**config.mk**
```make
export PLATFORM = sky130hd
export DESIGN_NAME = serial_subtractor8
export DESIGN_NICKNAME = d
export VERILOG_FILES = /design/src/rtl/serial_subtractor8.sv
export SDC_FILE = /design/constraint.sdc
export NUM_CORES = 1
export LEC_CHECK = 0
export ABC_AREA = 1
export BUFFER_PORTS_ARGS = -buffer_cell sky130_fd_sc_hd__buf_4
export CORE_ASPECT_RATIO = 0.5
export CORE_MARGIN = 3
export CORE_UTILIZATION = 37
export DETAILED_ROUTE_END_ITERATION = 8
export PLACE_DENSITY = 0.55
export SYNTH_ARGS = -nofsm -noshare
export SYNTH_HDL_FRONTEND = slang
export SYNTH_SLANG_ARGS = --single-unit
```
**constraint.sdc**
```tcl
create_clock -name clk -period 3.1 [get_ports clk]
set_input_delay 0 -clock clk [delete_from_list [all_inputs] [get_ports clk]]
set_output_delay 0 -clock clk [all_outputs]
set_load 0.01 [all_outputs]
```
**src/rtl/serial_subtractor8.sv**
```systemverilog
// serial_subtractor8
//   Bit-serial subtractor: Diff = A - B - Bin, processed LSB first, one bit
//   per clock through a single full-subtractor cell and a borrow flop.
//   Results and flags update only on the edge that enters DONE and hold
//   their values through IDLE and through the next SHIFT phase.
// Ports
//   clk    : clock, rising edge
//   rst_n  : asynchronous active-low reset
//   start  : request; accepted only in IDLE or DONE
//   A, B   : minuend / subtrahend, captured on the accepting edge
//   Bin    : borrow-in, captured on the accepting edge
//   busy   : high while bits are being processed
//   done   : one-cycle pulse, result outputs valid
//   Diff   : A - B - Bin modulo 2^WIDTH
//   Bout   : unsigned borrow-out
//   Ovf    : signed overflow
//   Zero   : Diff == 0
module serial_subtractor8 #(
  parameter int unsigned WIDTH = 8
) (
  input  logic             clk,
  input  logic             rst_n,
  input  logic             start,
  input  logic [WIDTH-1:0] A,
  input  logic [WIDTH-1:0] B,
  input  logic             Bin,
  output logic             busy,
  output logic             done,
  output logic [WIDTH-1:0] Diff,
  output logic             Bout,
  output logic             Ovf,
  output logic             Zero
);

  localparam int unsigned CW = (WIDTH > 1) ? $clog2(WIDTH) : 1;
  localparam logic [CW-1:0] LAST = CW'(WIDTH - 1);

  typedef enum logic [1:0] {
    S_IDLE  = 2'd0,
    S_SHIFT = 2'd1,
    S_DONE  = 2'd2
  } state_t;

  state_t           state, state_nxt;
  logic [WIDTH-1:0] a_sh, b_sh, res_sh, res_nxt;
  logic             borrow, borrow_nxt;
  logic [CW-1:0]    cnt;
  logic             accept, last_bit;
  logic             bit_a, bit_b, bit_d;

  assign busy = (state == S_SHIFT);
  assign done = (state == S_DONE);

  always_comb begin
    accept   = start && (state != S_SHIFT);
    last_bit = (state == S_SHIFT) && (cnt == LAST);
  end

  // Full-subtractor cell on the current LSBs.
  always_comb begin
    bit_a      = a_sh[0];
    bit_b      = b_sh[0];
    bit_d      = bit_a ^ bit_b ^ borrow;
    borrow_nxt = (~bit_a & bit_b) | (~(bit_a ^ bit_b) & borrow);
    res_nxt    = {bit_d, res_sh[WIDTH-1:1]};
  end

  always_ff @(posedge clk or negedge rst_n) begin
    if (!rst_n) state <= S_IDLE;
    else        state <= state_nxt;
  end

  always_comb begin
    state_nxt = state;
    case (state)
      S_IDLE:  if (start) state_nxt = S_SHIFT;
      S_SHIFT: if (last_bit) state_nxt = S_DONE;
      S_DONE:  state_nxt = start ? S_SHIFT : S_IDLE;
      default: state_nxt = S_IDLE;
    endcase
  end

  always_ff @(posedge clk or negedge rst_n) begin
    if (!rst_n) begin
      a_sh   <= '0;
      b_sh   <= '0;
      res_sh <= '0;
      borrow <= 1'b0;
      cnt    <= '0;
      Diff   <= '0;
      Bout   <= 1'b0;
      Ovf    <= 1'b0;
      Zero   <= 1'b0;
    end else if (accept) begin
      a_sh   <= A;
      b_sh   <= B;
      borrow <= Bin;
      cnt    <= '0;
    end else if (state == S_SHIFT) begin
      a_sh   <= a_sh >> 1;
      b_sh   <= b_sh >> 1;
      res_sh <= res_nxt;
      borrow <= borrow_nxt;
      cnt    <= cnt + CW'(1);
      if (last_bit) begin
        // borrow still holds the borrow into the MSB here.
        Diff <= res_nxt;
        Bout <= borrow_nxt;
        Ovf  <= borrow ^ borrow_nxt;
        Zero <= (res_nxt == '0);
      end
    end
  end

endmodule

```
After elaboration in Yosys (flattened, before gate mapping)
Cells that the tools add are included.
{"block": "word_totals", "reg_bits": 41, "input_bits": 20, "output_inout_bits": 13}
{"block": "op_classes", "add_sub_neg": 1, "n_eq_ne": 6, "n_mux": 12, "bitwise": 9, "reduce_logical": 8}
{"operator": "$mux W8", "count": 4}
{"operator": "$logic_not A8 Y1", "count": 1}
{"operator": "$mux W3", "count": 2}
{"operator": "$pmux W2 S3", "count": 1}
{"operator": "$mux W2", "count": 2}
{"operator": "$ne A2 B1 Y1 const B", "count": 2}
{"operator": "$reduce_and A2 Y1", "count": 2}
{"operator": "$add A3 B1 Y3 const B", "count": 1}
{"operator": "$eq A3 B3 Y1 const B", "count": 1}
{"operator": "$mux W1", "count": 3}
{"operator": "$not A1 Y1", "count": 3}
{"operator": "$reduce_and A3 Y1", "count": 1}
{"operator": "$xor A1 B1 Y1", "count": 3}
{"operator": "$and A1 B1 Y1", "count": 2}
{"operator": "$eq A2 B1 Y1 const B", "count": 1}
{"operator": "$eq A2 B2 Y1 const B", "count": 1}
{"operator": "$logic_and A1 B1 Y1", "count": 2}
{"operator": "$logic_not A2 Y1", "count": 1}
{"operator": "$ne A2 B2 Y1 const B", "count": 1}
{"operator": "$reduce_bool A2 Y1", "count": 1}
{"operator": "$or A1 B1 Y1", "count": 1}

Logic depth before layout (Yosys ltp)
{"block": "depth", "depth_word": 6, "mapped_depth": 7, "mapped_depth_nobuf": 7}

Least setup slack after synthesis
No wires, ideal clock.
{"block": "synth_path", "kind": "register -> register", "from": "reg a_sh[0]", "to": "reg borrow", "t_arrival_ns": 1.213, "required_time_ns": 3.034, "path_slack_ns": 1.821, "path_stages_with_launch": 4, "path_buffers": 0, "cell_sequence": "dfrtp_1 -> fa_1 -> or2_2 -> nand3_2"}
{"block": "synth_between", "elab_chain_len": 6, "word_cells_on_any_way": 8, "cone_classes": "mux: 2; bitwise: 6"}
{"item": "start, declared", "line_no": "45", "source": "logic [WIDTH-1:0] a_sh, b_sh, res_sh, res_nxt;"}
{"item": "start signal, assigned", "line_no": "100", "source": "a_sh <= a_sh >> 1;"}
{"item": "$xor A1 B1 Y1", "line_no": "64", "source": "borrow_nxt = (~bit_a & bit_b) | (~(bit_a ^ bit_b) & borrow);"}
{"item": "$not A1 Y1", "line_no": "64"}
{"item": "$and A1 B1 Y1", "line_no": "64"}
{"item": "$or A1 B1 Y1 *", "line_no": "64"}
{"item": "$mux W1 *", "line_no": "99", "source": "end else if (state == S_SHIFT) begin"}
{"item": "$mux W1 *", "line_no": "94", "source": "end else if (accept) begin"}
{"item": "end signal, assigned", "line_no": "97", "source": "borrow <= Bin;"}
{"item": "end signal, assigned", "line_no": "103", "source": "borrow <= borrow_nxt;"}
{"item": "end, declared", "line_no": "46", "source": "logic borrow, borrow_nxt;"}
Every way passes the cells marked *; elsewhere a longest branch is shown, timed or not. The select of a mux whose other input is x is not followed.
A chain may end at the register's enable or synchronous reset.

Worst setup path in the final report
{"block": "layout_path", "from": "reg state[0]", "to": "reg Diff[7]"}
{"block": "layout_between", "elab_chain_len": 4, "word_cells_on_any_way": 6, "cone_classes": "eq/ne: 2; bitwise: 1; reduce/logical: 3"}
{"item": "start, declared", "line_no": "44", "source": "state_t state, state_nxt;"}
{"item": "start signal, assigned", "line_no": "70", "source": "else state <= state_nxt;"}
{"item": "$ne A2 B1 Y1", "line_no": "55", "source": "accept = start && (state != S_SHIFT);"}
{"item": "$logic_and A1 B1 Y1", "line_no": "55"}
{"item": "$not A1 Y1 (no line)"}
{"item": "$reduce_and A3 Y1 (no line) *"}
{"item": "end signal, assigned", "line_no": "107", "source": "Diff <= res_nxt;"}
{"item": "end, declared", "line_no": "29", "source": "output logic [WIDTH-1:0] Diff,"}
Every way passes the cells marked *; elsewhere a longest branch is shown, timed or not.

==> summary.txt <==
========================================================================================
Run status                                                                  finished clean
DR vias/cell                                                                       4.484
Fin worst setup slack                                                           1.275 ns
Clock latency at the later pin of the worst-skew pair                            0.28 ns
Sequential share of power                                                          0.440
Type of origin of the critical path                                                 flop
Power share of the combinational group                                             0.384
Reg2reg setup slack                                                              1.27 ns
Arrival time at the worst endpoint                                               1.97 ns
Type of destination of the critical path                                            flop
Synth Warn #                                                                           0
Worst min path class                                                           in -> reg
Overall fraction of global-route tracks in use                                    0.1301
Largest cells by area after synthesis                                       sky130_fd_sc_hd__dfrtp_1, sky130_fd_sc_hd__nand2_1, sky130_fd_sc_hd__nand3_1
Area grow syn2layout                                                              29.87%
Timing startpoint of the critical path                                          state[0]
Origin of the worst min-delay path                                                 start
Required time at the endpoint of the critical path                               3.24 ns
Initial core utilization                                                          0.3938
Die Span Y                                                                      55.11 um
Number of storage elements in the synthesis netlist                                   40
Worst max-slew margin expressed relative to the limit                             0.5813
Antenna viol nets, final                                                               0
TritonCTS sink count                                                                  40
Commonest register cell after synthesis                                     sky130_fd_sc_hd__dfrtp_1
RR Endpoint                                                                      Diff[7]
Critical Path Sink                                                               Diff[7]
Library cell appearing most often on the critical path                      sky130_fd_sc_hd__nand2_1
Final-report max-slew violation count                                                  0
Clock buffer depth                                                                     2
WS Path Type                                                                  reg -> reg
Number of buffers added on ports                                                      32
Final count of hold timing violations                                                  0
Count of cells resized by post-cts repair                                              0
Initial antenna violation count                                                        0
Part of the total power dissipated in the clock network                            0.176
Slowest cell on the critical path                                           sky130_fd_sc_hd__nand2_1
DPL Wire Length                                                                  2263 um
Count of unique library cells instantiated by Yosys                                   20
Pin slew with the least headroom to its limit                                  0.6265 ns
Dominant cell by count in the synthesized netlist                           sky130_fd_sc_hd__nand2_1
Max Clock Freq                                                                 547.8 MHz
Netlist area before placement                                                  1784 um^2
Clock tree from TritonCTS                                                            yes
Most frequent cells after synthesis                                         sky130_fd_sc_hd__nand2_1, sky130_fd_sc_hd__dfrtp_1, sky130_fd_sc_hd__nand3_1, sky130_fd_sc_hd__o21ai_0, sky130_fd_sc_hd__inv_1
Proportion of synthesized flip-flops having asynchronous set or reset              1.000
Share of post-route cells with drive strength above 1                             0.2355
Portion of the clock cycle consumed by the worst path in the final layout         0.5889
Worst setup skew after layout                                                0.006939 ns
Syn avg cell area                                                             9.293 um^2
Count of buffers added by post-CTS timing repair for setup                             0
Core region area                                                               4531 um^2
Portion of synthesized cell area occupied by the leading cell type                0.5610
Worst flop-to-flop path startpoint                                              state[0]
Maximum capacitance violations                                                         0
Depth of the worst register-to-register path                                           5
Htree depth                                                                            2
Via count                                                                           1381
Unrepaired setup endpoints after global routing                                       no
Remaining global-route overflow                                                        0
Total nets after synthesis                                                           215
Worst Setup Slack post-DPL                                                      1.238 ns
Die extent in x                                                                 104.2 um
Maximum resistive drop on vdd                                                  0.2203 mV
Setup-violating endpoint count in the final report                                     0
Critical-path cell list                                                     inv_2 > nor2_4 > nand2_1 > nand2_1 > o21ai_0
Part of the Yosys area used for sequential elements                               0.5610
First-pass GRT wire length                                                       5844 um
Final #Nets                                                                          264
Switching portion of total power                                                  0.3722
Final wirelength                                                                 3424 um
Number of detailed-routing iterations run before antenna repair                        4
Violation count after the first detailed-routing iteration                            61
P_sw                                                                            744.2 uW
Maximum net fanout on the critical path                                               21
Clock slew at reported path FFs                                                  0.07 ns
Area enclosed by the die boundary                                              5742 um^2
Final RePlAce weighted congestion                                                 0.6974
Pwr dens                                                                    862.8 nW/um^2
Final period demand of the worst path                                           1.825 ns
Post-synthesis cell type with the largest combined area                     sky130_fd_sc_hd__dfrtp_1
Num CTS Buffers                                                                        5
Setup TNS                                                                           0 ns
Vias in the first global route                                                      1264
Clock root buffer master                                                    sky130_fd_sc_hd__clkbuf_8
# rows                                                                                17
Cell Int Power                                                                   1255 uW
Mean routed wirelength per cell                                                 11.12 um
Gate count after technology mapping                                                  192
Count of boundary I/O pins                                                            33
Leak                                                                         0.001181 uW
Number of inserted diodes                                                              0
Final standard cell utilization of the core                                       0.5115
Number of remaining DRC errors                                                         0
Number of enable flip-flop cells after synthesis                                       0
Max stage delay on crit path                                                     0.52 ns
Maximum number of pins on one net before global-route repair                          41
========================================================================================
==> final cells by class <==
| class | instances | area [um^2] |
|---|---|---|
| well taps | 66 | 82.58 |
| flip-flops and latches | 40 | 1001 |
| clock buffers | 8 | 90.09 |
| fillers | 455 | 2213 |
| inverters | 13 | 48.80 |
| multi-input cells | 130 | 666.9 |
| repair buffers | 51 | 427.9 |
==> placed cells by master (no fill, tap or decap), types with 6 or more instances in the layout <==
cell type and instances:
sky130_fd_sc_hd__nand2_1 62, sky130_fd_sc_hd__clkbuf_8 6, sky130_fd_sc_hd__dfrtp_1 40, sky130_fd_sc_hd__inv_1 11, sky130_fd_sc_hd__nand3_2 6, sky130_fd_sc_hd__dlygate4sd3_1 18, sky130_fd_sc_hd__nand2_2 6, sky130_fd_sc_hd__nor2_1 6
sky130_fd_sc_hd__buf_4 33, sky130_fd_sc_hd__o21ai_0 16, sky130_fd_sc_hd__nand3_1 24
==> power groups by stage <==
stage	Clock (uW)	Sequential, uW	Combinational [uW]
floorplan	0	895	531
global placement	0	885	745
detailed placement	0	891	762
CTS	368	882	782
global route	390	914	892
finish	351	879	768
==> stage by stage <==
step                instances  hold WS (ns)  area, um^2  total power [uW]
floorplan                 192       -0.2956        1784              1425
global placement          282       0.01127        2047              1630
detailed placement        282       0.01057        2047              1652
CTS                       308       0.09296        2317              2032
global route              308       0.09464        2317              2197
finish                    308       0.09777        2317              1999
==> timing repair <==
item                       in CTS  in global routing
setup endpoints to repair       0                  0
hold buffers                   18                  0
hold endpoints to repair       57                  0
==> sequential cells by signal, summed over array words and instances, names as in the netlist <==
name,flops
Bout,1
cnt,3
Diff,8
state,2
res_sh,7
Ovf,1
b_sh,8
borrow,1
Zero,1
a_sh,8
==> cells by family (layout without fill, tap and decap cells) <==
group | count (synthesis) | in the layout | share of synthesized area
simple gates | 108 | 108 | 0.2924
flops | 40 | 40 | 0.5610
buf+inv | 22 | 72 | 0.06522
compound gates | 18 | 18 | 0.05119
fa+ha+maj | 3 | 3 | 0.02524
xor+xnor | 1 | 1 | 0.004910
==> worst max-delay path: cells and delay by family, from the launching register on <==
kind                   cells  cell delay, ns
AOI/OAI and AO/OA          1            0.09
buffers and inverters      1            0.06
DFF                        1            0.40
and+or+nand+nor            3            1.13
==> worst min path at each step <==
stage | endpoint | slack (ns) | cells past startpoint
5_1_grt | b_sh[2] | 0.09 | 3
4_1_cts | b_sh[2] | 0.09 | 3
2_1_floorplan | Bout | -0.30 | 0
3_3_place_gp | Diff[5] | 0.01 | 1
3_5_place_dp | Diff[6] | 0.01 | 1
6_report | b_sh[2] | 0.1 | 3
==> per-layer routing <==
| layer | global-route usage | vias to the layer above | part of all wire |
|---|---|---|---|
| met5 | 0 | - | 0 |
| met4 | 0.03532 | 0 | 0.0099 |
| met3 | 0.03824 | 4 | 0.040 |
| met2 | 0.2333 | 22 | 0.48 |
| met1 | 0.1596 | 647 | 0.47 |
| li1 | - | 708 | - |
Note: power is estimated with default switching activity, not from simulation.
